==> src/rtl/alu_nibble_seq.sv <==
// alu_nibble_seq
//   Serialises a wide add (NIBBLES x 4 bits) through the external 4-bit alu.
//   The alu sees one nibble per cycle, starting with the LSB nibble. Its carry
//   out is fed back as the carry in for the next nibble. The returned nibbles
//   are assembled into a wide result, which is presented on a valid/ready
//   handshake.
//
//   Optional feature:
//   Defining ALU_NIBBLE_SEQ_OVF_EN adds the res_ovf output. This is the
//   two's-complement overflow flag, captured together with res_co.
//
//   state  | meaning
//   -------+-----------------------------------------------------------
//   IDLE   | waiting for an operation, in_ready=1, alu inputs forced to 0
//   RUN    | one nibble per cycle through the alu, idx selects the nibble
//   DONE   | result presented, held until res_ready
module alu_nibble_seq #(
    parameter int NIBBLES = 4
) (
    input  logic                   clk,
    input  logic                   rst,
    input  logic                   in_valid,
    output logic                   in_ready,
    input  logic [4*NIBBLES-1:0]   in_a,
    input  logic [4*NIBBLES-1:0]   in_b,
    input  logic                   in_ci,
    input  logic                   in_s,
    output logic [3:0]             alu_a,
    output logic [3:0]             alu_b,
    output logic                   alu_ci,
    output logic                   alu_s,
    input  logic [3:0]             alu_out,
    input  logic                   alu_co,
    output logic                   res_valid,
    input  logic                   res_ready,
    output logic [4*NIBBLES-1:0]   res_data,
    output logic                   res_co
`ifdef ALU_NIBBLE_SEQ_OVF_EN
    ,
    output logic                   res_ovf
`endif
);

    localparam int W  = 4 * NIBBLES;
    localparam int IW = (NIBBLES > 1) ? $clog2(NIBBLES) : 1;
    localparam logic [IW-1:0] LAST_IDX = IW'(NIBBLES - 1);

    localparam logic [1:0] S_IDLE = 2'd0;
    localparam logic [1:0] S_RUN  = 2'd1;
    localparam logic [1:0] S_DONE = 2'd2;

    logic [1:0]    r_state;
    logic [IW-1:0] r_idx;
    logic          r_carry;
    logic [W-1:0]  r_a;
    logic [W-1:0]  r_b;
    logic          r_s;
    logic          r_res_valid;
    logic [W-1:0]  r_res_data;
    logic          r_res_co;
    logic          r_res_ovf;

    logic [IW+1:0] w_bit_ofs;
    logic          w_ovf;

    // Bit offset of the current nibble (idx * 4).
    assign w_bit_ofs = {r_idx, 2'b00};

    // Overflow: the operand signs are equal, but the sign of the result
    // differs from them. On the last RUN nibble, alu_out[3] is the result MSB.
    assign w_ovf = r_s && (r_a[W-1] == r_b[W-1]) && (alu_out[3] != r_a[W-1]);

    assign in_ready  = (r_state == S_IDLE);
    assign res_valid = r_res_valid;
    assign res_data  = r_res_data;
    assign res_co    = r_res_co;
`ifdef ALU_NIBBLE_SEQ_OVF_EN
    assign res_ovf   = r_res_ovf;
`endif

    // Drive the alu with the current nibble while in RUN, otherwise with zeros.
    always_comb begin
        alu_a  = 4'd0;
        alu_b  = 4'd0;
        alu_ci = 1'b0;
        alu_s  = 1'b0;
        if (r_state == S_RUN) begin
            alu_a  = r_a[w_bit_ofs +: 4];
            alu_b  = r_b[w_bit_ofs +: 4];
            alu_ci = r_carry;
            alu_s  = r_s;
        end
    end

    // Sequencer FSM: captures operands, walks the nibbles, collects the result.
    // The operand registers are left out of the reset because nothing reads
    // them outside RUN.
    always_ff @(posedge clk) begin
        if (rst) begin
            r_state     <= S_IDLE;
            r_idx       <= '0;
            r_carry     <= 1'b0;
            r_res_valid <= 1'b0;
            r_res_data  <= '0;
            r_res_co    <= 1'b0;
            r_res_ovf   <= 1'b0;
        end else begin
            case (r_state)
                S_IDLE: begin
                    if (in_valid) begin
                        r_a     <= in_a;
                        r_b     <= in_b;
                        r_s     <= in_s;
                        r_carry <= in_ci;
                        r_idx   <= '0;
                        r_state <= S_RUN;
                    end
                end
                S_RUN: begin
                    r_res_data[w_bit_ofs +: 4] <= alu_out;
                    r_carry                    <= alu_co;
                    if (r_idx == LAST_IDX) begin
                        r_idx       <= '0;
                        r_res_co    <= alu_co;
                        r_res_ovf   <= w_ovf;
                        r_res_valid <= 1'b1;
                        r_state     <= S_DONE;
                    end else begin
                        r_idx <= r_idx + 1'b1;
                    end
                end
                S_DONE: begin
                    if (res_ready) begin
                        r_res_valid <= 1'b0;
                        r_state     <= S_IDLE;
                    end
                end
                default: r_state <= S_IDLE;
            endcase
        end
    end

`ifndef ALU_NIBBLE_SEQ_OVF_EN
    // Without the overflow output, the flag has no reader.
    logic w_unused_ovf;
    assign w_unused_ovf = r_res_ovf;
`endif

endmodule

==> config.mk <==
export PLATFORM = sky130hd
export DESIGN_NAME = alu_nibble_seq
export DESIGN_NICKNAME = d
export VERILOG_FILES = /design/src/rtl/alu_nibble_seq.sv
export SDC_FILE = /design/constraint.sdc
export NUM_CORES = 1
export LEC_CHECK = 0
export BUFFER_PORTS_ARGS = -buffer_cell sky130_fd_sc_hd__buf_4
export CORE_MARGIN = 5
export CORE_UTILIZATION = 30
export DETAILED_ROUTE_END_ITERATION = 8
export PLACE_DENSITY = 0.61
export SYNTH_ARGS = -nofsm -noshare
export SYNTH_HDL_FRONTEND = slang
export SYNTH_SLANG_ARGS = --single-unit
export TNS_END_PERCENT = 100
==> constraint.sdc <==
create_clock -name clk -period 6.1 [get_ports clk]
set_input_delay 0.61 -clock clk [delete_from_list [all_inputs] [get_ports clk]]
set_output_delay 0.61 -clock clk [all_outputs]
set_load 0.02 [all_outputs]
==> impl_results.md, run 1 <==
* Library cell occupying the most area in the post-synthesis netlist: edfxtp_1
* Leakage dissipation at 0.00119 µW
* CTS H-Tree Depth at 2
* Least-Margin Pin Slew at 0.983 ns
* Combined global-route utilization of all metal layers at 10.2%
* Cell count of the worst hold path at 2
* PostCTS Resize Cnt at 0
* CTS root buf: clkbuf_8
* Post-Route WL at 5010 µm
* DRC violations left at 0
* FF-to-FF path depth at 5
* Clock latency at the later pin of the worst-skew pair at 0.30 ns
* Site Rows at 32
* End of the worst register-to-register path: res_data[6]$_SDFFE_PP0P_
* Detail Route Antenna Nets at 0
* Register-to-register setup slack at 3.81 ns
* Final Hold Fails at 0
* Antenna diode count at 0
* Total of max-cap violations at 0
* Die extent in x at 99.2 µm
* Period utilisation layout at 47.3%
* Die Y at 99.2 µm
* Terminating pin of the worst hold path: res_data[13]$_SDFFE_PP0P_
* Highest ir drop seen on vdd at 0.130 mV
* Count of hold buffers inserted by post-cts repair at 0
* Startpoint of the worst hold path: res_data[13]$_SDFFE_PP0P_
* Seq/Total Area, Yosys at 60.8%
* # Post-CTS Setup Buffers at 0
* Cell total after placement at 347
* Number of synthesized register bits at 56
* TritonCTS buffer count at 5
* Fill count at 756
* Data required time of the critical path at 5.49 ns
* Fin crit period at 2.88 ns
* Final cell utilization of the core at 40.0%
* Number of clock sinks seen by CTS at 56
* Detailed-route vias per instance at 4.59
* Area enclosed by the die boundary at 0.00984 mm²
* Pin count of the biggest net entering global routing at 34
* First-pass GRT wire length at 8000 µm
* Beginning of the worst register-to-register path: r_idx[0]$_SDFFE_PP0P_
* Outcome: finished clean
* Syn Nets at 231
* Power density over the cells at 229 mW/mm²
* Classification of the worst setup path: reg2out
* Cell types occupying the most area after synthesis: edfxtp_1 (42%), dfxtp_1 (19%), mux4_1 (6.6%)
* TritonCTS clock tree: built
* Data arrival time of the worst path at 2.27 ns
* P&R area growth vs syn at 29.6%
* Vias in the first global route at 1684
* RSZ-0062 raised after global routing: false
* Total of buffers placed on input and output ports at 71
* Final weighted congestion in routability-driven placement at 0.698
* Post-synthesis cell type count at 30
* Critical Path Sink Type: output pin
* Proportion of layout cells with a drive suffix above 1 at 34.4%
* Number of instances in the synthesized netlist at 182
* Number of violations reported at the end of detailed-routing iteration 0 at 77
* DR WL/cell at 14.1 µm
* Final-report max-slew violation count at 0
* Number of warnings printed during yosys synthesis at 0
* Number of vias in the routed layout at 1628
* Path category of the worst min-delay check: reg2reg
* Final layout net count at 301
* Starting utilization of the core area at 30.9%
* Worst setup SP type: flip-flop
* IO Pins at 72
* Max clock buf depth at 2
* Initial antenna violation count at 0
* Worst slew margin at 34.4%
* Total standard cell area after synthesis at 0.00239 mm²
* Post-route insts no fill at 355
* Average cell area after synthesis at 13.1 µm²
* Length of the first detailed-routing pass in iterations at 4
* Clock Pin Slew Worst Setup and Hold Paths at 0.10 ns
* Core area at 0.00773 mm²
* Setup Skew at 0.00993 ns
* Maximum achievable frequency at 0.347 GHz
* Top-area cell type share of the netlist area at 41.5%
* Hold Worst Slack at 0.460 ns
* Remaining Overflow, GRT at 0
* Overall Power at 708 µW
* Setup violation total in the final timing report at 0
* Largest fanout on the critical path at 21
* Placed wire-length estimate at 3610 µm
* Setup_tns at 0 ns
[cell families (layout without fill, tap and decap cells)]
family / after synthesis / count (layout) / synth area share, %
AOI/OAI and AO/OA: 26 / 26 / 5.93
adders and majority gates: 6 / 6 / 3.15
DFF: 56 / 56 / 60.8
muxes: 9 / 9 / 8.91
and+or+nand+nor: 72 / 72 / 18.3
buffers and inverters: 13 / 84 / 2.88
[registers in the layout, indices dropped and copies added (netlist names)]
signal	count
res_valid	1
res_co	1
res_data	16
r_b	16
r_idx	2
r_s	1
r_carry	1
r_a	16
r_state	2
[worst max-delay path, cell delays in order (launching register included)]
cell	delay [ns]
dfxtp_1	0.99
mux4_1	0.65
and2b_1	0.18
buf_4	0.15
[placed cells by master, fill, tap and decap left out, types with 2 or more instances in the layout]
cell type	n
nand3b_1	10
clkbuf_8	5
nor3b_2	2
a21oi_1	18
nand2b_1	3
nor2b_1	6
ha_1	6
dfxtp_1	23
nand3_1	12
nand4_1	4
o21ai_0	5
and3b_1	4
and2b_1	4
mux4_2	2
nor2_1	7
edfxtp_1	33
mux4_1	6
inv_1	4
buf_4	72
nand2_1	16
[stage by stage]
step | instance area (µm²) | setup WS (ns)
after global placement | 3010 | 3.54
after CTS | 3090 | 3.15
after detailed placement | 3010 | 3.51
final | 3090 | 3.22
after floorplan | 2390 | 2.51
after global routing | 3090 | 3.03
[layout make-up]
cell class	instances	area [µm²]	area share (%)
flip-flops and latches	56	1450	46.9
multi-input cells	113	871	28.2
repair buffers	72	541	17.5
well taps	102	128	4.13
clock buffers	5	68.8	2.23
clock inverters	3	17.5	0.567
inverters	4	15.0	0.486
[metal layers]
layer	routed length, µm	share of wire, %	global-route usage [%]	up-vias
li1	-	-	-	812
met1	2140	43	12.0	753
met2	2320	46	16.9	58
met3	517	10	4.98	5
met4	32	0.64	2.21	0
met5	0	0	0	-
[synth_stat cells]
cell type  instances
edfxtp_1          33
nand3b_1          10
o21bai_1           1
clkbuf_1           6
and2b_1            4
nand4_1            4
mux2i_1            1
o21ai_0            5
ha_1               6
nor3_1             1
or3_1              1
buf_8              1
inv_1              4
a211oi_1           1
nand2_1           16
dfxtp_1           23
mux4_1             6
or3b_2             1
o221a_2            1
nor4b_4            1
buf_2              1
nor2_1             7
nor2b_1            6
nor3b_2            2
mux4_2             2
nand2b_1           3
buf_6              1
and3b_1            4
a21oi_1           18
nand3_1           12
[report_power, final]
part	total (µW)	internal (µW)	switching (µW)
clock network	200	80.3	120
logic	82.4	43.7	38.7
registers	425	415	10.4
total	708	539	169
[worst max-delay path by stage]
stage,startpoint,end,slack [ns],cells past startpoint
2_1_floorplan,rst,r_a[0]$_DFFE_PP_,2.51,2
3_3_place_gp,r_idx[0]$_SDFFE_PP0P_,alu_a[3],3.54,3
3_5_place_dp,r_idx[0]$_SDFFE_PP0P_,alu_a[0],3.51,3
4_1_cts,r_idx[0]$_SDFFE_PP0P_,alu_a[0],3.15,3
5_1_grt,r_idx[0]$_SDFFE_PP0P_,alu_b[3],3.03,3
6_report,r_idx[0]$_SDFFE_PP0P_,alu_a[0],3.22,3
No activity file was read; power rests on OpenSTA's default activity.
==> inputs of run 2 (changes only) <==
ABC_AREA = 1   (was unset)
clock period = 2.95 ns   (was 6.1 ns; I/O delays follow)
==> run 2 against run 1 <==
Net effect: combinational power rose by 140%; setup slack worse by 2.5 ns; largest power group unchanged; hold slack worse by 0.31 ns; cell count rose by 20%.
==> impl_results.md, run 2 <==
* Site Rows at 32
* Count of hold buffers inserted by post-cts repair at 0
* Starting utilization of the core area at 30.7%
* IO Pins at 72
* CTS H-Tree Depth at 2
* P&R area growth vs syn at 33.0%
* Final layout net count at 372
* Data arrival time of the worst path at 1.98 ns
* Number of violations reported at the end of detailed-routing iteration 0 at 113
* Critical path's slowest cell: dfxtp_1
* Internal power of the cells at 1370 µW
* Area enclosed by the die boundary at 0.00973 mm²
* Number of flops mapped to enable cells by yosys at 33
* List of most frequent post-synthesis cells: nor2_1 (51), nand2_1 (47), edfxtp_1 (33)
* Clock Pin Slew Worst Setup and Hold Paths at 0.10 ns
* DR WL/cell at 12.8 µm
* Post-Route WL at 5460 µm
* Worst path cell trace: clkinv_1 > nor2_1 > o21ai_0 > a21oi_1 > buf_4
* Largest fanout on the critical path at 13
* Total of max-cap violations at 0
* Die Y at 98.6 µm
* Initial antenna violation count at 0
* Commonest cells after routing, fill and taps aside: buf_4 (73), nor2_1 (50), nand2_1 (47)
* Outcome: finished clean
* Max clock buf depth at 2
* Number of clock sinks seen by CTS at 56
* Final-report max-slew violation count at 0
* Placed wire-length estimate at 4180 µm
* Pin count of the biggest net entering global routing at 34
* Antenna diode count at 0
* Leakage dissipation at 0.00129 µW
* Detailed-route vias per instance at 4.48
* Setup violation total in the final timing report at 0
* Leading cell type in the layout, fill and taps excluded: buf_4
* Sw power at 371 µW
* Maximum achievable frequency at 0.439 GHz
* Proportion of synthesized flip-flops having asynchronous set or reset at 0%
* Combinational cell fraction of total power at 11.4%
* Proportion of layout cells with a drive suffix above 1 at 26.9%
* Number of instances in the synthesized netlist at 253
* Synth Flop Type: edfxtp_1
* Worst setup SP type: flip-flop
* Final Hold Fails at 0
* Remaining Overflow, GRT at 0
* Data required time of the critical path at 2.65 ns
* Syn Nets at 302
* Overall Power at 1740 µW
* Buffers & Inverters on Critical Path at 2
* Classification of the worst setup path: reg2out
* Relative contribution of the clock network to total power at 38.4%
* Power density over the cells at 554 mW/mm²
* # Post-CTS Setup Buffers at 0
* Dominant cell by count in the synthesized netlist: nor2_1
* Number of warnings printed during yosys synthesis at 0
* Number of synthesized register bits at 56
* Library cell occupying the most area in the post-synthesis netlist: edfxtp_1
* Fin crit period at 2.28 ns
* PostCTS Resize Cnt at 0
* Total of buffers placed on input and output ports at 71
* Top-area cell type share of the netlist area at 42.0%
* Maximum single-stage delay on the critical path at 0.60 ns
* Sw Ratio at 21.4%
* Die extent in x at 98.6 µm
* Period utilisation layout at 77.1%
* Clock latency at the later pin of the worst-skew pair at 0.31 ns
* Highest ir drop seen on vdd at 0.291 mV
* Sequential power share at 50.2%
* TritonCTS clock tree: built
* Average cell area after synthesis at 9.32 µm²
* Post-synthesis cell type count at 20
* Seq/Total Area, Yosys at 61.6%
* TritonCTS buffer count at 5
* Least-Margin Pin Slew at 0.497 ns
* Worst slew margin at 66.8%
* Vias in the first global route at 1943
* CTS root buf: clkbuf_8
* Fill count at 783
* Cell types occupying the most area after synthesis: edfxtp_1 (42%), dfxtp_1 (20%), nor2_1 (8.1%)
* Path category of the worst min-delay check: in2reg
* Combined global-route utilization of all metal layers at 11.3%
* Setup Skew at 0.0124 ns
* Critical Path Sink Type: output pin
* RSZ-0062 raised after global routing: false
* Detail Route Antenna Nets at 0
* Register-to-register setup slack at 0.88 ns
* Total standard cell area after synthesis at 0.00236 mm²
* DRC violations left at 0
* First-pass GRT wire length at 8820 µm
* Core area at 0.00769 mm²
* Crit path max-delay family: flip-flops
* Number of vias in the routed layout at 1907
* Length of the first detailed-routing pass in iterations at 4
* Final weighted congestion in routability-driven placement at 0.828
* Setup_tns at 0 ns
[run 2: changes by cell type after synthesis, sizes merged, moves of 4 or more]
cell,change
nor2,+46
and2b,-4
nor2b,-6
nand2,+32
and3b,-4
a21oi,+10
buf,+4
nand3b,-9
o21ai,+14
inv,+11
nand4,-4
mux4,-8
[run 2: power by group through the flow]
stage	combinational (µW)	clock, µW	sequential (µW)
6_report	197	667	872
5_1_grt	219	711	876
4_1_cts	200	687	873
3_5_place_dp	199	0	891
3_3_place_gp	198	0	890
2_1_floorplan	109	0	890
[run 2: worst reg2reg max path, stage by stage (launching register included)]
cell and delay, ns:
dfxtp_1 0.60, clkinv_1 0.41, ha_1 0.51, nand2_1 0.09, nor2_2 0.17, nand2_1 0.08
a21oi_1 0.14
[run 2: worst paths after layout]
kind	end	cells after the start	from
setup reg to reg	res_data[4]$_SDFFE_PP0P_	6	r_idx[1]$_SDFFE_PP0P_
setup / recovery	alu_a[0]	5	r_idx[1]$_SDFFE_PP0P_
hold reg to reg	res_valid$_SDFFE_PP0P_	2	res_valid$_SDFFE_PP0P_
hold / removal	r_b[5]$_DFFE_PP_	1	in_b[5]
[run 2: per-stage QoR]
stage / hold slack [ns] / setup slack [ns] / cells / area [µm²] / utilization, %
2_1_floorplan: 0.364 / 0.308 / 253 / 2360 / -
3_3_place_gp: 0.453 / 1.01 / 418 / 2980 / 38.7
3_5_place_dp: 0.454 / 0.915 / 418 / 2980 / 38.7
4_1_cts: 0.142 / 0.669 / 426 / 3130 / 40.8
5_1_grt: 0.133 / 0.396 / 426 / 3130 / 40.8
6_report: 0.152 / 0.674 / 426 / 3130 / 40.8
[run 2: cell families (layout without fill, tap and decap cells)]
| group | after synthesis | after routing | synth area share [%] |
|---|---|---|---|
| simple gates | 118 | 118 | 20.2 |
| compound gates | 47 | 47 | 9.98 |
| fa+ha+maj | 6 | 6 | 3.18 |
| flops | 56 | 56 | 61.6 |
| buf+inv | 26 | 97 | 5.09 |
[run 2: area by class of cell]
class                   instances  area (µm²)  share of cell area [%]
repair buffers                 73         548                    17.5
flip-flops and latches         56        1450                    46.3
clock buffers                   5        68.8                    2.20
inverters                      16        60.1                    1.92
well taps                     102         128                    4.07
clock inverters                 3        90.1                    2.87
multi-input cells             171         788                    25.1
[run 2: metal layers]
layer | track usage, % | wire length [µm] | vias up
met2 | 18.7 | 2510 | 72
met1 | 13.7 | 2400 | 857
met5 | 0 | 0 | -
met4 | 2.31 | 47 | 0
li1 | - | - | 972
met3 | 4.81 | 504 | 6
==> inputs of run 3 (changes only) <==
ABC_AREA = 0   (was 1)
clock period = 2.28 ns   (was 2.95 ns; I/O delays follow)
==> run 3 against run 2 <==
Net effect: clock skew fell by 0.0057 ns; hold slack worse by 0.058 ns; setup slack got worse by 0.45 ns; cell area up 0.60%; largest power group unchanged.
==> impl_results.md, run 3 (same netlist as run 1, synthesis figures left out) <==
* Max clock buf depth at 2
* Highest ir drop seen on vdd at 0.399 mV
* Sequential power share at 55.9%
* Data arrival time of the worst path at 1.83 ns
* FF-to-FF path depth at 3
* Period utilisation layout at 90.2%
* Total of max-cap violations at 0
* Fin crit period at 2.06 ns
* Final Cell Area at 0.00315 mm²
* Setup violation total in the final timing report at 0
* DRC violations left at 0
* Final-report max-slew violation count at 0
* Combinational cell fraction of total power at 11.9%
* Combined global-route utilization of all metal layers at 10.8%
* CTS root buf: clkbuf_8
* Count of hold buffers inserted by post-cts repair at 0
* Final layout net count at 305
* Pin count of the biggest net entering global routing at 34
* Number of clock sinks seen by CTS at 56
* CTS H-Tree Depth at 2
* Remaining Overflow, GRT at 0
* DR WL/cell at 14.1 µm
* Number of violations reported at the end of detailed-routing iteration 0 at 51
* TritonCTS buffer count at 5
* Proportion of layout cells with a drive suffix above 1 at 35.4%
* PostCTS Resize Cnt at 0
* P&R area growth vs syn at 32.1%
* First-pass GRT wire length at 8600 µm
* Post-Route WL at 5060 µm
* Outcome: finished clean
* Path category of the worst min-delay check: in2reg
* Power density over the cells at 639 mW/mm²
* Cell count of the worst hold path at 1
* Site Rows at 32
* Area enclosed by the die boundary at 0.00984 mm²
* Leakage dissipation at 0.00122 µW
* Final weighted congestion in routability-driven placement at 0.731
* Maximum achievable frequency at 0.486 GHz
* Classification of the worst setup path: reg2out
* Vias in the first global route at 1772
* Core area at 0.00773 mm²
* Number of vias in the routed layout at 1649
* Antenna diode count at 0
* Setup Skew at 0.00663 ns
* Critical Path Sink Type: output pin
* TritonCTS clock tree: built
* Cell total after placement at 351
* Sw power at 450 µW
* Hold Worst Slack at 0.0945 ns
* Least-Margin Pin Slew at 0.512 ns
* Total of buffers placed on input and output ports at 71
* Placed inst area at 0.00304 mm²
* Leading cell type in the layout, fill and taps excluded: buf_4
* Length of the first detailed-routing pass in iterations at 4
* Post-route insts no fill at 359
* Placed wire-length estimate at 3790 µm
* Detail Route Antenna Nets at 0
* Detailed-route vias per instance at 4.59
* Initial antenna violation count at 0
* Clock Pin Slew Worst Setup and Hold Paths at 0.10 ns
* Relative contribution of the clock network to total power at 32.2%
* Clock latency at the later pin of the worst-skew pair at 0.30 ns
* Die extent in x at 99.2 µm
* Starting utilization of the core area at 30.9%
* Overall Power at 2010 µW
* Die Y at 99.2 µm
* Final Hold Fails at 0
* Worst setup SP type: flip-flop
* IO Pins at 72
* Data required time of the critical path at 2.05 ns
* Commonest cells after routing, fill and taps aside: buf_4 (76), edfxtp_1 (33), dfxtp_1 (23)
* Internal power of the cells at 1560 µW
* Largest fanout on the critical path at 18
* # Post-CTS Setup Buffers at 0
* Setup_tns at 0 ns
* Worst slew margin at 65.8%
* Sw Ratio at 22.4%
* RSZ-0062 raised after global routing: false
-- run 3: cell count changes in the layout (fill, tap and decap cells not counted), sizes merged, moves of 4 or more --
cell / change
o21ai: -14
nand4: +4
nand3b: +9
and2b: +4
mux4: +8
nor2b: +6
a21oi: -10
nor2: -46
inv: -10
and3b: +4
nand2: -32
-- run 3: final cells by class --
class / count / area, µm²
clock buffers: 6 / 72.6
clock inverters: 2 / 38.8
fillers: 754 / 4570
inverters: 4 / 15.0
multi-input cells: 113 / 877
flip-flops and latches: 56 / 1450
well taps: 102 / 128
repair buffers: 76 / 571
-- run 3: path summary, 6_finish.rpt --
kind | start | end | slack [ns]
worst min register to register | res_data[11]$_SDFFE_PP0P_ | res_data[11]$_SDFFE_PP0P_ | 0.46
worst max register to register | r_state[0]$_SDFFE_PP0P_ | r_idx[0]$_SDFFE_PP0P_ | 0.61
worst min-delay path | in_a[15] | r_a[15]$_DFFE_PP_ | 0.09
worst max-delay path | r_state[0]$_SDFFE_PP0P_ | alu_a[0] | 0.22
-- run 3: power by group through the flow --
stage / sequential (µW) / clock, µW / combinational [µW]
2_1_floorplan: 1150 / 0 / 130
3_5_place_dp: 1150 / 0 / 243
5_1_grt: 1130 / 719 / 263
6_report: 1130 / 649 / 239
4_1_cts: 1130 / 679 / 244
3_3_place_gp: 1150 / 0 / 242
-- run 3: worst max-delay path, stage by stage, from the launching register on --
cell and delay [ns]:
dfxtp_1 0.66, nand2b_1 0.40, and2b_1 0.33, buf_4 0.14
-- run 3: stage by stage --
stage	util, %	setup WS (ns)
floorplan	-	0.0276
global placement	39.4	0.585
detailed placement	39.4	0.553
CTS	40.8	0.187
global route	40.8	0.0427
finish	40.8	0.224
-- run 3: per-layer routing --
| metal | GRT usage, % | share of wire (%) | up-vias |
|---|---|---|---|
| met5 | 0 | 0 | - |
| met4 | 2.52 | 0.49 | 0 |
| met3 | 4.35 | 8.0 | 2 |
| met2 | 17.4 | 46 | 54 |
| met1 | 13.6 | 45 | 768 |
| li1 | - | - | 825 |
